File: config.mk
export PLATFORM = sky130hd
export DESIGN_NAME = sync_gate_ctrl
export DESIGN_NICKNAME = d
export VERILOG_FILES = /design/src/rtl/fpga_clock_pkg.sv /design/src/rtl/gpio_debounce.sv /design/src/rtl/sync_gate_ctrl.sv
export SDC_FILE = /design/constraint.sdc
export NUM_CORES = 1
export LEC_CHECK = 0
export BUFFER_PORTS_ARGS = -buffer_cell sky130_fd_sc_hd__buf_2
export CORE_ASPECT_RATIO = 0.7
export CORE_MARGIN = 4
export CORE_UTILIZATION = 39
export DETAILED_ROUTE_END_ITERATION = 8
export PLACE_DENSITY = 0.66
export SLEW_MARGIN = 20
export SYNTH_ARGS = -nofsm -noshare
export SYNTH_HDL_FRONTEND = slang
export SYNTH_SLANG_ARGS = --single-unit
File: constraint.sdc
create_clock -name clk -period 2.6 [get_ports clk]
set_clock_uncertainty 0.15 [all_clocks]
set_input_delay 0.13 -clock clk [delete_from_list [all_inputs] [get_ports clk]]
set_output_delay 0.13 -clock clk [all_outputs]
set_load 0.05 [all_outputs]
File: src/rtl/fpga_clock_pkg.sv
// Shared types for the sync-pulse gate: FSM state encoding and debounce counter sizing.
package fpga_clock_pkg;

  typedef enum logic [2:0] {
    ST_IDLE,
    ST_ARMED,
    ST_RUNNING,
    ST_STOPPING,
    ST_DONE
  } gate_state_e;

  // The debounce counter holds 0 .. cycles-1, so it never needs more than clog2(cycles) bits.
  function automatic int db_cnt_w(input int cycles);
    return (cycles < 2) ? 1 : $clog2(cycles);
  endfunction

endpackage

File: src/rtl/gpio_debounce.sv
// 2-FF synchroniser plus stability counter for a raw GPIO line.
// The output follows the synchronised input once it has held for DEBOUNCE_CYCLES clocks.
module gpio_debounce
  import fpga_clock_pkg::*;
#(
  parameter int DEBOUNCE_CYCLES = 250000
) (
  input  logic clk,
  input  logic reset,
  input  logic din,
  output logic dout
);

  localparam int CNT_W = db_cnt_w(DEBOUNCE_CYCLES);
  localparam logic [CNT_W-1:0] CNT_LAST = CNT_W'(DEBOUNCE_CYCLES - 1);

  logic             meta_q, en_s_q, en_db_q;
  logic [CNT_W-1:0] cnt_q;

  always_ff @(posedge clk or posedge reset) begin
    if (reset) begin
      meta_q <= 1'b0;
      en_s_q <= 1'b0;
    end else begin
      meta_q <= din;
      en_s_q <= meta_q;
    end
  end

  // Counting only while en_s disagrees with the accepted level means any bounce back
  // to the old level clears the count, which is the same as clearing on every en_s change.
  always_ff @(posedge clk or posedge reset) begin
    if (reset) begin
      cnt_q   <= '0;
      en_db_q <= 1'b0;
    end else if (en_s_q != en_db_q) begin
      if (cnt_q == CNT_LAST) begin
        cnt_q   <= '0;
        en_db_q <= en_s_q;
      end else begin
        cnt_q <= cnt_q + CNT_W'(1);
      end
    end else begin
      cnt_q <= '0;
    end
  end

  assign dout = en_db_q;

endmodule

File: src/rtl/sync_gate_ctrl.sv
// Gate in front of the Toggle stage: arms on enable, starts on a divider pulse, and only
// stops after an even number of flips. Optional pulse-limit auto-stop via SYNC_GATE_LIMIT_EN.
module sync_gate_ctrl
  import fpga_clock_pkg::*;
#(
  parameter int DEBOUNCE_CYCLES = 250000,
  parameter int COUNT_W         = 32,
  parameter int PULSE_LIMIT     = 1000
) (
  input  logic               clk,
  input  logic               reset,
  input  logic               enable_raw,
  input  logic               pulse,
  output logic               toggle_enable,
  output logic               running,
  output logic [COUNT_W-1:0] pulse_count,
  output logic               done
);

  if (DEBOUNCE_CYCLES < 1 || PULSE_LIMIT < 2 || (PULSE_LIMIT % 2) != 0) begin : g_bad_param
    $error("sync_gate_ctrl: DEBOUNCE_CYCLES must be >=1 and PULSE_LIMIT even and >=2");
  end

  logic en_db;

  gpio_debounce #(.DEBOUNCE_CYCLES(DEBOUNCE_CYCLES)) u_en_db (
    .clk   (clk),
    .reset (reset),
    .din   (enable_raw),
    .dout  (en_db)
  );

  gate_state_e        state_q, state_d;
  logic [COUNT_W-1:0] cnt_q, cnt_d, cnt_inc, cnt_n;
  logic               running_q, running_d, done_q, done_d;
  logic               sat;

  always_comb begin
    state_d = state_q;
    cnt_d   = cnt_q;
    sat     = &cnt_q;
    cnt_inc = sat ? cnt_q : cnt_q + COUNT_W'(1);
    cnt_n   = pulse ? cnt_inc : cnt_q;

    unique case (state_q)
      // Level check: a rise seen during STOPPING still arms here if enable is still high.
      ST_IDLE: begin
        if (en_db) begin
          state_d = ST_ARMED;
          cnt_d   = '0;
        end
      end
      ST_ARMED: begin
        if (!en_db)     state_d = ST_IDLE;
        else if (pulse) state_d = ST_RUNNING;
      end
      ST_RUNNING: begin
        cnt_d = cnt_n;
`ifdef SYNC_GATE_LIMIT_EN
        if (pulse && cnt_n == COUNT_W'(PULSE_LIMIT)) state_d = ST_DONE;
        else if (!en_db)                              state_d = ST_STOPPING;
`else
        if (!en_db) state_d = ST_STOPPING;
`endif
      end
      // A saturated count is stuck odd, so the next pulse is taken as the closing flip.
      ST_STOPPING: begin
        cnt_d = cnt_n;
        if (!cnt_n[0] || (pulse && sat)) state_d = ST_IDLE;
      end
`ifdef SYNC_GATE_LIMIT_EN
      ST_DONE: begin
        if (!en_db) state_d = ST_IDLE;
      end
`endif
      default: state_d = ST_IDLE;
    endcase

    running_d = (state_d == ST_RUNNING) || (state_d == ST_STOPPING);
`ifdef SYNC_GATE_LIMIT_EN
    done_d = (state_d == ST_DONE);
`else
    done_d = 1'b0;
`endif
  end

  always_ff @(posedge clk or posedge reset) begin
    if (reset) begin
      state_q   <= ST_IDLE;
      cnt_q     <= '0;
      running_q <= 1'b0;
      done_q    <= 1'b0;
    end else begin
      state_q   <= state_d;
      cnt_q     <= cnt_d;
      running_q <= running_d;
      done_q    <= done_d;
    end
  end

  assign toggle_enable = (state_q == ST_RUNNING) || (state_q == ST_STOPPING);
  assign running       = running_q;
  assign pulse_count   = cnt_q;
  assign done          = done_q;

endmodule

==> results of run 1 <==
==> area by class of cell <==
class	instances	share of cell area, %
clock buffers	11	4.19
clock inverters	5	2.15
inverters	8	0.831
multi-input cells	250	42.0
flip-flops and latches	57	39.5
well taps	98	3.39
repair buffers	50	7.97
==> path summary, 6_finish.rpt <==
kind,cells after the start,start,end
min reg2reg,0,u_en_db.meta_q,u_en_db.en_s_q
max in group asynchronous,4,reset,u_en_db.cnt_q[0]
min,4,pulse,state_q[0]
max,7,pulse_count[1],pulse_count[26]
min in group asynchronous,3,reset,u_en_db.cnt_q[12]
max reg2reg,7,pulse_count[1],pulse_count[26]
==> Yosys cell counts, types with 2 or more instances <==
cell,count,area share (%)
dfrtp_1,57,47
nor2_1,41,5.1
nand2_1,26,3.2
nand3_1,23,3.8
o21ai_0,19,3.1
xor2_1,19,5.5
a21oi_1,16,2.7
nand4_1,15,3.1
xnor2_1,9,2.6
inv_1,8,0.99
nor3_1,8,1.3
or3_1,7,1.4
and4_1,6,1.7
or4_1,6,1.5
nor4_1,5,1.0
o31ai_1,5,1.2
nand2b_1,4,0.83
and3_1,3,0.62
buf_6,3,1.1
o211ai_1,3,0.75
o21ai_1,3,0.50
a31oi_1,2,0.41
buf_2,2,0.33
clkbuf_1,2,0.25
ha_1,2,0.83
mux2i_1,2,0.66
nor3_2,2,0.66
o311ai_0,2,0.58
==> registers in the layout (all words and copies together) (netlist names) <==
name and flops:
pulse_count 32, u_en_db.cnt_q 18, state_q 3, running 1, u_en_db.dout 1, u_en_db.en_s_q 1
u_en_db.meta_q 1
==> stage by stage <==
stage          util [%]  instance area, um^2
2_1_floorplan         -                 3030
3_3_place_gp       45.3                 3360
3_5_place_dp       45.3                 3360
4_1_cts            48.7                 3610
5_1_grt            48.7                 3610
6_report           48.7                 3610
==> logic make-up after synthesis <==
| group | after synthesis | synth area share [%] |
|---|---|---|
| AOI/OAI and AO/OA | 54 | 10.4 |
| DFF | 57 | 47.2 |
| other | 1 | 0.124 |
| buffers and inverters | 17 | 3.07 |
| xor gates and xnor gates | 28 | 8.12 |
| and+or+nand+nor | 161 | 29.2 |
| muxes | 3 | 1.04 |
| adders and majority gates | 2 | 0.828 |
==> cell usage in the layout (no fill, tap or decap), types with 2 or more instances in the layout <==
master,n
clkinv_2,2
nor4_1,5
buf_4,11
ha_1,2
a21oi_1,16
nand4_1,15
mux2i_1,2
bufinv_16,2
xnor2_1,9
conb_1,2
xor2_1,19
a31oi_1,2
nor3_2,2
o211ai_1,3
clkbuf_8,11
nor3_1,8
o21ai_1,3
or3_1,7
o31ai_1,5
dlygate4sd3_1,2
o21ai_0,19
nand3_1,23
or4_1,6
and3_1,3
nor2_1,41
and4_1,6
nand2b_1,4
dfrtp_1,57
inv_1,7
nand2_1,26
o311ai_0,2
buf_2,37
==> timing repair <==
action                     4_1_cts  5_1_grt
hold endpoints to repair        22        0
hold buffers                     2        0
setup endpoints to repair        0        0
buffers inserted                 0        0
==> power groups by stage <==
| stage | Combinational (mW) | Sequential [mW] | Clock (mW) |
|---|---|---|---|
| 2_1_floorplan | 0.0285 | 0.914 | 0 |
| 3_3_place_gp | 0.0430 | 0.915 | 0 |
| 3_5_place_dp | 0.0434 | 0.916 | 0 |
| 4_1_cts | 0.0458 | 0.899 | 0.984 |
| 5_1_grt | 0.0507 | 0.899 | 1.03 |
| 6_report | 0.0437 | 0.899 | 0.959 |
==> critical path: cells and delay by family (launching register included) <==
family | cells | cell delay, ps
buf+inv | 1 | 60
flops | 1 | 440
compound gates | 1 | 110
fa+ha+maj | 1 | 310
simple gates | 4 | 1290
==> metal layers <==
layer,up-vias,GRT usage (%)
met5,-,0
met4,0,5.52
met3,6,5.74
met2,67,24.2
met1,1252,24.0
li1,1275,-
==> run metrics, run 1 <==
status finished clean; leak pwr 1.58 nW; via density per instance 5.43; fin crit share between 90% and 100%; initial DRC count 203; share of power burned in registers 47.3%; register area share after synthesis 47.2%; Routed Antenna Nets 0; die height 81.6 um; CP peak stage delay 590 ps; Power Density 527 mW/mm^2; clk sinks 57; worst-path cell chain ha_1, inv_1, or4_1, nor3_2, nor3b_2, nand2_1, o21ai_1; grt total ovfl 0; die width 113 um; GP Congestion 0.871; H-tree Lvls 3; ys async rst share 100%; critical path type reg -> reg; CTS tree done; CTS buffer count 9; WL per Instance 15.3 um; clock share of power 50.4%; number of port buffers 37; Post-Route Setup TNS 0 ps; Crit-path slowest cell or4_1; initial antenna violation count 0; first-pass GRT wire length about 12000 um; NetSw 0.409 mW; r2r setup slk 160 ps; area grow syn2layout 19.6%; Ports 39; fillcell total approximately 720; total internal power 1.49 mW; peak supply drop 344 uV; drc violations 0; crit path DAT between 2000 and 3000 ps; synth unique cells 51; Gate power share 2.3%; Hold Vio Cnt, Final 0; Syn Area/Cell about 9.4 um^2; endpoint type of the worst setup path flip-flop; Max Slew Vio Count 0; largest net degree at the start of global routing 24; clk buf depth 2; Initial Util 40.7%; final worst slack 163 ps; M1 WL 3720 um; Layout Nets 382; RSZ-0062 raised after global routing no; multi-input logic area 0.00152 mm^2; ys flop type dfrtp_1; Post-Syn Area 0.00302 mm^2; Warnings, synthesis 0; Max Clk Rate 0.410 GHz; Worst Max-Slew Pin Slew slightly below 600 ps; aggregate global-route resource usage 16.9%; Final Power 1.90 mW; Met2 Wirelength 3080 um; fin crit period 2440 ps; core area 0.00742 mm^2; vias 2600; Slew headroom between 60% and 70%; Reg area 0.00143 mm^2; hold slack 65.9 ps; Mapped Cells between 300 and 400; Synth Register Bits 57; startpoint types flip-flop; Worst EP required 2710 ps; placed insts approximately 460; top routing layer used met4; final setup fails 0; wirelength, routed 7310 um; Post-Place Setup Slack just over 200 ps; Ant. Diodes 0; post-cts resize count 0; num rows 26; clock-pin slew on the worst setup and hold paths about 80 ps; switching part of the total 21.5%; layout cells sized above 1 between 20% and 30%; worst min path class in -> reg; First-pass DRT Iterations 4; met3 WL 421 um; Die ar. 0.00924 mm^2; CP Max Fanout 6; EDFF count, synth 0; Root Driver clkbuf_8; maxcap violations 0; Post-DP HPWL 5190 um; clk_lat worst skew roughly 330 ps; Final Instance Count excl. Fillers 479; number of global-route vias before repair 2449
Note: power is estimated with default switching activity, not from simulation.
==> run 2, diff against run 1 <==
--- a/config.mk
+++ b/config.mk
@@ -5,12 +5,13 @@
 export SDC_FILE = /design/constraint.sdc
 export NUM_CORES = 1
 export LEC_CHECK = 0
-export BUFFER_PORTS_ARGS = -buffer_cell sky130_fd_sc_hd__buf_2
+export ABC_CLOCK_PERIOD_IN_PS = 2600
 export CORE_ASPECT_RATIO = 0.7
 export CORE_MARGIN = 4
 export CORE_UTILIZATION = 39
 export DETAILED_ROUTE_END_ITERATION = 8
-export PLACE_DENSITY = 0.66
+export DONT_BUFFER_PORTS = 1
+export PLACE_DENSITY = 0.61
 export SLEW_MARGIN = 20
 export SYNTH_ARGS = -nofsm -noshare
 export SYNTH_HDL_FRONTEND = slang
==> run 2 against run 1 <==
Net effect: routed wire length grew 2.7%; first-iteration DRC count grew 16%; combinational power shrank 4.8%; count of clock-buffer cells in the layout shrank 1; fmax grew 2.3%; largest power group is now sequential cells; critical path depth is the same; highest routed layer unchanged; non-clock buffer count shrank 5; global-route usage grew 0.42 points; critical endpoint unchanged; sequential cell count is the same; die area is the same; power shrank 3.5%.
==> run metrics, run 2 (synthesized netlist as in run 1, its figures left out) <==
status finished clean; Die ar. 0.00924 mm^2 (unchanged); vias 2647 (+1.8%); Power Density 503 mW/mm^2 (-4.6%); peak supply drop 287 uV (-17%); number of global-route vias before repair 2395 (-2.2%); r2r setup slk 220 ps (+60 ps); Max Clk Rate 0.420 GHz (+2.3%); Initial Util 40.7% (unchanged); Layout Nets 377 (-1.3%); initial antenna violation count 0 (unchanged); Final Instance Count excl. Fillers 474 (-1.0%); clk sinks 57 (unchanged); CTS tree done; H-tree Lvls 3 (unchanged); Final Power 1.83 mW (-3.5%); Setup crit start pulse_count[1]; Hold Vio Cnt, Final 0 (unchanged); wirelength, routed 7510 um (+2.7%); CTS buffer count 9 (unchanged); hold_buf cts 3 (+1); final setup fails 0 (unchanged); Max Slew Vio Count 0 (unchanged); clk buf depth 2 (unchanged); Ports 39 (unchanged); aggregate global-route resource usage 17.3% (+0.42 points); GP Congestion 0.850 (-2.5%); R2R cell count 7 (unchanged); Root Driver clkbuf_8; hold path start pulse; commonest non-fill, non-tap cells in the layout dfrtp_1 (57), buf_4 (42), nor2_1 (41); First-pass DRT Iterations 4 (unchanged); Worst EP required 2710 ps (about the same); Ant. Diodes 0 (unchanged); first-pass GRT wire length 12300 um (-0.56%); crit path DAT 2500 ps (-40 ps); worst hold stages 3 (-1); CP Max Fanout 6 (unchanged); die height 81.6 um (unchanged); Slew headroom 59.3% (-1.8 points); Routed Antenna Nets 0 (unchanged); number of port buffers 0 (-100%); layout cells sized above 1 19.1% (-1.6 points); area grow syn2layout 20.9%; fin crit share 91.6% (-2.1 points); RSZ-0062 raised after global routing no; max FFs per register 32 (unchanged); worst-path cell chain ha_1, inv_1, or4_1, nor3_2, nor3b_2, nand2_1, o21ai_1; placed insts 455 (-1.3%); R2R Path Start pulse_count[1]; maxcap violations 0 (unchanged); Crit-path slowest cell or4_1; via density per instance 5.58 (+2.9%); Post-Route Setup TNS 0 ps (unchanged); drc violations 0 (unchanged); startpoint types flip-flop; grt total ovfl 0 (unchanged); Worst Hold End pulse_count[30]; Post-DP HPWL 5510 um (+6.3%); post-cts resize count 0 (unchanged); initial DRC count 235 (+16%); clock-pin slew on the worst setup and hold paths 70 ps (about the same); critical path type reg -> reg; num rows 26 (unchanged); commonest non-fill, non-tap cell in the layout dfrtp_1; largest net degree at the start of global routing 28 (+17%); Setup Fix Bufs, Post-CTS 0 (unchanged); Worst Max-Slew Pin Slew 610 ps (+30.9 ps); leak pwr 1.55 nW (-2.4%); core area 0.00742 mm^2 (unchanged); fin crit period 2380 ps (-55.3 ps); CP peak stage delay 610 ps (+20 ps); endpoint type of the worst setup path flip-flop; worst min path class in -> reg; clk_lat worst skew 340 ps (about the same); WL per Instance 15.8 um (+3.8%); FF-to-FF End pulse_count[26]; die width 113 um (unchanged)
## run 2: changes by cell type in the layout (fill, tap and decap cells not counted), sizes merged
cell | before | now
clkinv | 2 | 3
buf | 48 | 42
dlygate4sd3 | 2 | 3
clkbuf | 11 | 10
## run 2: worst max-delay path, delay by kind of cell (launching register included)
family                     cells  cell delay (ps)
DFF                            1              360
adders and majority gates      1              290
and+or+nand+nor                4             1290
buffers and inverters          1               70
AOI/OAI and AO/OA              1              140
## run 2: worst max-delay path by stage
stage	slack [ps]	cells after the start	endpoint
2_1_floorplan	70	7	pulse_count[27]
3_3_place_gp	280	8	pulse_count[25]
3_5_place_dp	260	7	pulse_count[26]
4_1_cts	230	7	pulse_count[26]
5_1_grt	60	7	running
6_report	220	7	pulse_count[26]
## run 2: final cells by class
| type | instances | area (um^2) |
|---|---|---|
| inverter | 8 | 30.0 |
| clock inverter | 6 | 82.6 |
| clock buffer | 10 | 128 |
| fill | 717 | 3770 |
| sequential | 57 | 1430 |
| tap | 98 | 123 |
| timing repair buffer | 45 | 345 |
| multi-input combinational | 250 | 1520 |
## run 2: stage by stage
step           setup slack, ps  utilization [%]  cell area (um^2)  hold WS [ps]
6_report                   218             49.2              3650          54.8
5_1_grt                   59.3             49.2              3650          65.0
4_1_cts                    235             49.2              3650          28.8
3_5_place_dp               255             46.0              3410         -27.0
3_3_place_gp               282             46.0              3410         -29.0
2_1_floorplan             66.0                -              3030          11.4
## run 2: power by group
group          switching, mW  leakage, nW  internal (mW)
logic                 0.0308        0.658         0.0108
clock network          0.360        0.106          0.534
registers            0.00593        0.782          0.893
## run 2: routing by layer
metal	global-route usage (%)	part of all wire (%)
met5	0	0
met2	23.9	41
met4	7.56	1.7
met1	24.2	49
met3	6.55	8.4
==> run 3, diff against run 2 <==
--- a/config.mk
+++ b/config.mk
@@ -11,7 +11,7 @@
 export CORE_UTILIZATION = 39
 export DETAILED_ROUTE_END_ITERATION = 8
 export DONT_BUFFER_PORTS = 1
-export PLACE_DENSITY = 0.61
+export RECOVER_POWER = 50
 export SLEW_MARGIN = 20
 export SYNTH_ARGS = -nofsm -noshare
 export SYNTH_HDL_FRONTEND = slang
==> run 3 against run 2 <==
Net effect: utilization is 0.37 points lower; critical path depth decreased by 1; sequential cell count unchanged; register-to-register slack got worse by 110 ps; final cell count is the same; critical path type unchanged; critical endpoint is now pulse_count[21].
==> run metrics, run 3 (synthesized netlist as in run 1, its figures left out) <==
status finished clean; share of power burned in registers 48.3% (-0.7 points); Initial Util 40.7% (unchanged); maxcap violations 0 (unchanged); drc violations 0 (unchanged); Crit-path slowest cell clkbuf_1; Layout Nets 377 (unchanged); switching part of the total 22.5% (+0.86 points); fillcell total 726 (+1.3%); Post-Route Setup TNS 0 ps (unchanged); endpoint type of the worst setup path flip-flop; vias 2616 (-1.2%); max FFs per register 32 (unchanged); first-pass GRT wire length 12000 um (-2.5%); Slew headroom 29.1% (-30 points); commonest non-fill, non-tap cells in the layout dfrtp_1 (57), nor2_1 (41), buf_4 (31); clk buf depth 2 (unchanged); area grow syn2layout 20.0%; grt total ovfl 0 (unchanged); wirelength, routed 7310 um (-2.6%); Hold Vio Cnt, Final 0 (unchanged); CP top delay family simple AND/OR/NAND/NOR gates; clk_lat worst skew 340 ps (about the same); Final Power 1.86 mW (+1.3%); critical path type reg -> reg; core area 0.00742 mm^2 (unchanged); total internal power 1.44 mW (+0.19%); Ports 39 (unchanged); Worst EP required 2710 ps (about the same); Die ar. 0.00924 mm^2 (unchanged); commonest non-fill, non-tap cell in the layout dfrtp_1; GP Congestion 0.809 (-4.8%); fin crit share 95.7% (+4.0 points); die height 81.6 um (unchanged); layout cells sized above 1 16.8% (-2.4 points); Worst Max-Slew Pin Slew 1060 ps (+453 ps); Gate power share 2.1% (-0.2 points); CP Max Fanout 4 (-2); worst-path cell chain clkbuf_1, and4_1, nand3_1, nor3_2, nor3b_1, mux2i_1; number of global-route vias before repair 2284 (-4.6%); Power Density 513 mW/mm^2 (+2.1%); WL per Instance 15.4 um (-2.6%); CTS tree done; CTS buffer count 9 (unchanged); crit path DAT 2600 ps (+100 ps); clock share of power 49.6% (+0.9 points); peak supply drop 262 uV (-8.6%); startpoint types flip-flop; initial antenna violation count 0 (unchanged); Routed Antenna Nets 0 (unchanged); num rows 26 (unchanged); H-tree Lvls 3 (unchanged); clock-pin slew on the worst setup and hold paths 70 ps (about the same); die width 113 um (unchanged); CP peak stage delay 530 ps (-80 ps); First-pass DRT Iterations 5 (+1); Setup Fix Bufs, Post-CTS 0 (unchanged); clk sinks 57 (unchanged); fin crit period 2490 ps (+105 ps); aggregate global-route resource usage 16.6% (-0.69 points); Ant. Diodes 0 (unchanged); Max Clk Rate 0.402 GHz (-4.2%); worst path buffer plus inverter count 1 (unchanged); NetSw 0.418 mW (+5.3%); number of port buffers 0 (unchanged); final setup fails 0 (unchanged); leak pwr 1.51 nW (-2.6%); via density per instance 5.52 (-1.2%); worst min path class in -> reg; Max Slew Vio Count 0 (unchanged); initial DRC count 145 (-38%); Root Driver clkbuf_8; largest net degree at the start of global routing 32 (+14%); Post-DP HPWL 5320 um (-3.5%); RSZ-0062 raised after global routing no
## run 3: through the flow
stage | worst slack [ps] | util [%] | instance area (um^2) | cells | hold slack, ps
final | 113 | 48.9 | 3620 | 474 | 17.5
after global routing | 23.2 | 48.9 | 3620 | 474 | 22.2
after global placement | 275 | 46.2 | 3420 | 455 | -29.7
after floorplan | 66.0 | - | 3030 | 324 | 11.4
after detailed placement | 227 | 46.2 | 3420 | 455 | -15.0
after CTS | 188 | 49.5 | 3670 | 474 | 0.00511
## run 3: tightest hold or removal path, delay by kind of cell
kind            cells  cell delay, ps
buf+inv             1             160
simple gates        1             100
compound gates      1              80
## run 3: power groups by stage
stage	sequential, mW	combinational [mW]	clock [mW]
after detailed placement	0.915	0.0399	0
final	0.899	0.0388	0.921
after global placement	0.915	0.0388	0
after floorplan	0.914	0.0285	0
after global routing	0.899	0.0456	0.986
after CTS	0.898	0.0442	0.944
## run 3: what timing repair did
item	4_1_cts	5_1_grt
endpoints found under the hold margin	30	0
setup endpoints to repair	0	1
gates resized for setup	0	1
hold buffers	3	0
## run 3: cell type report
type	count	area, um^2	area share [%]
Sequential cell	57	1430	39.4
Inverter	8	30.0	0.829
Clock inverter	7	93.8	2.59
Multi-Input combinational cell	250	1520	42.0
Tap cell	98	123	3.38
Timing Repair Buffer	45	305	8.43
Clock buffer	9	124	3.42
## run 3: path summary, 6_finish.rpt
| kind | startpoint | endpoint | slack [ps] | depth (start not counted) |
|---|---|---|---|---|
| max | pulse_count[14] | pulse_count[21] | 110 | 6 |
| max reg2reg | pulse_count[14] | pulse_count[21] | 110 | 6 |
| max in group asynchronous | reset | pulse_count[14] | 640 | 3 |
| min reg2reg | u_en_db.meta_q | u_en_db.en_s_q | 200 | 0 |
| min in group asynchronous | reset | u_en_db.cnt_q[13] | 340 | 2 |
| min | pulse | pulse_count[30] | 20 | 3 |
## run 3: metal layers
layer  GRT usage (%)  up-vias  wire length (um)
met5               0        -                 0
met2            21.9       77              2930
li1                -     1267                 -
met3            5.30       11               487
met4            6.12        0                94
met1            25.1     1261              3790
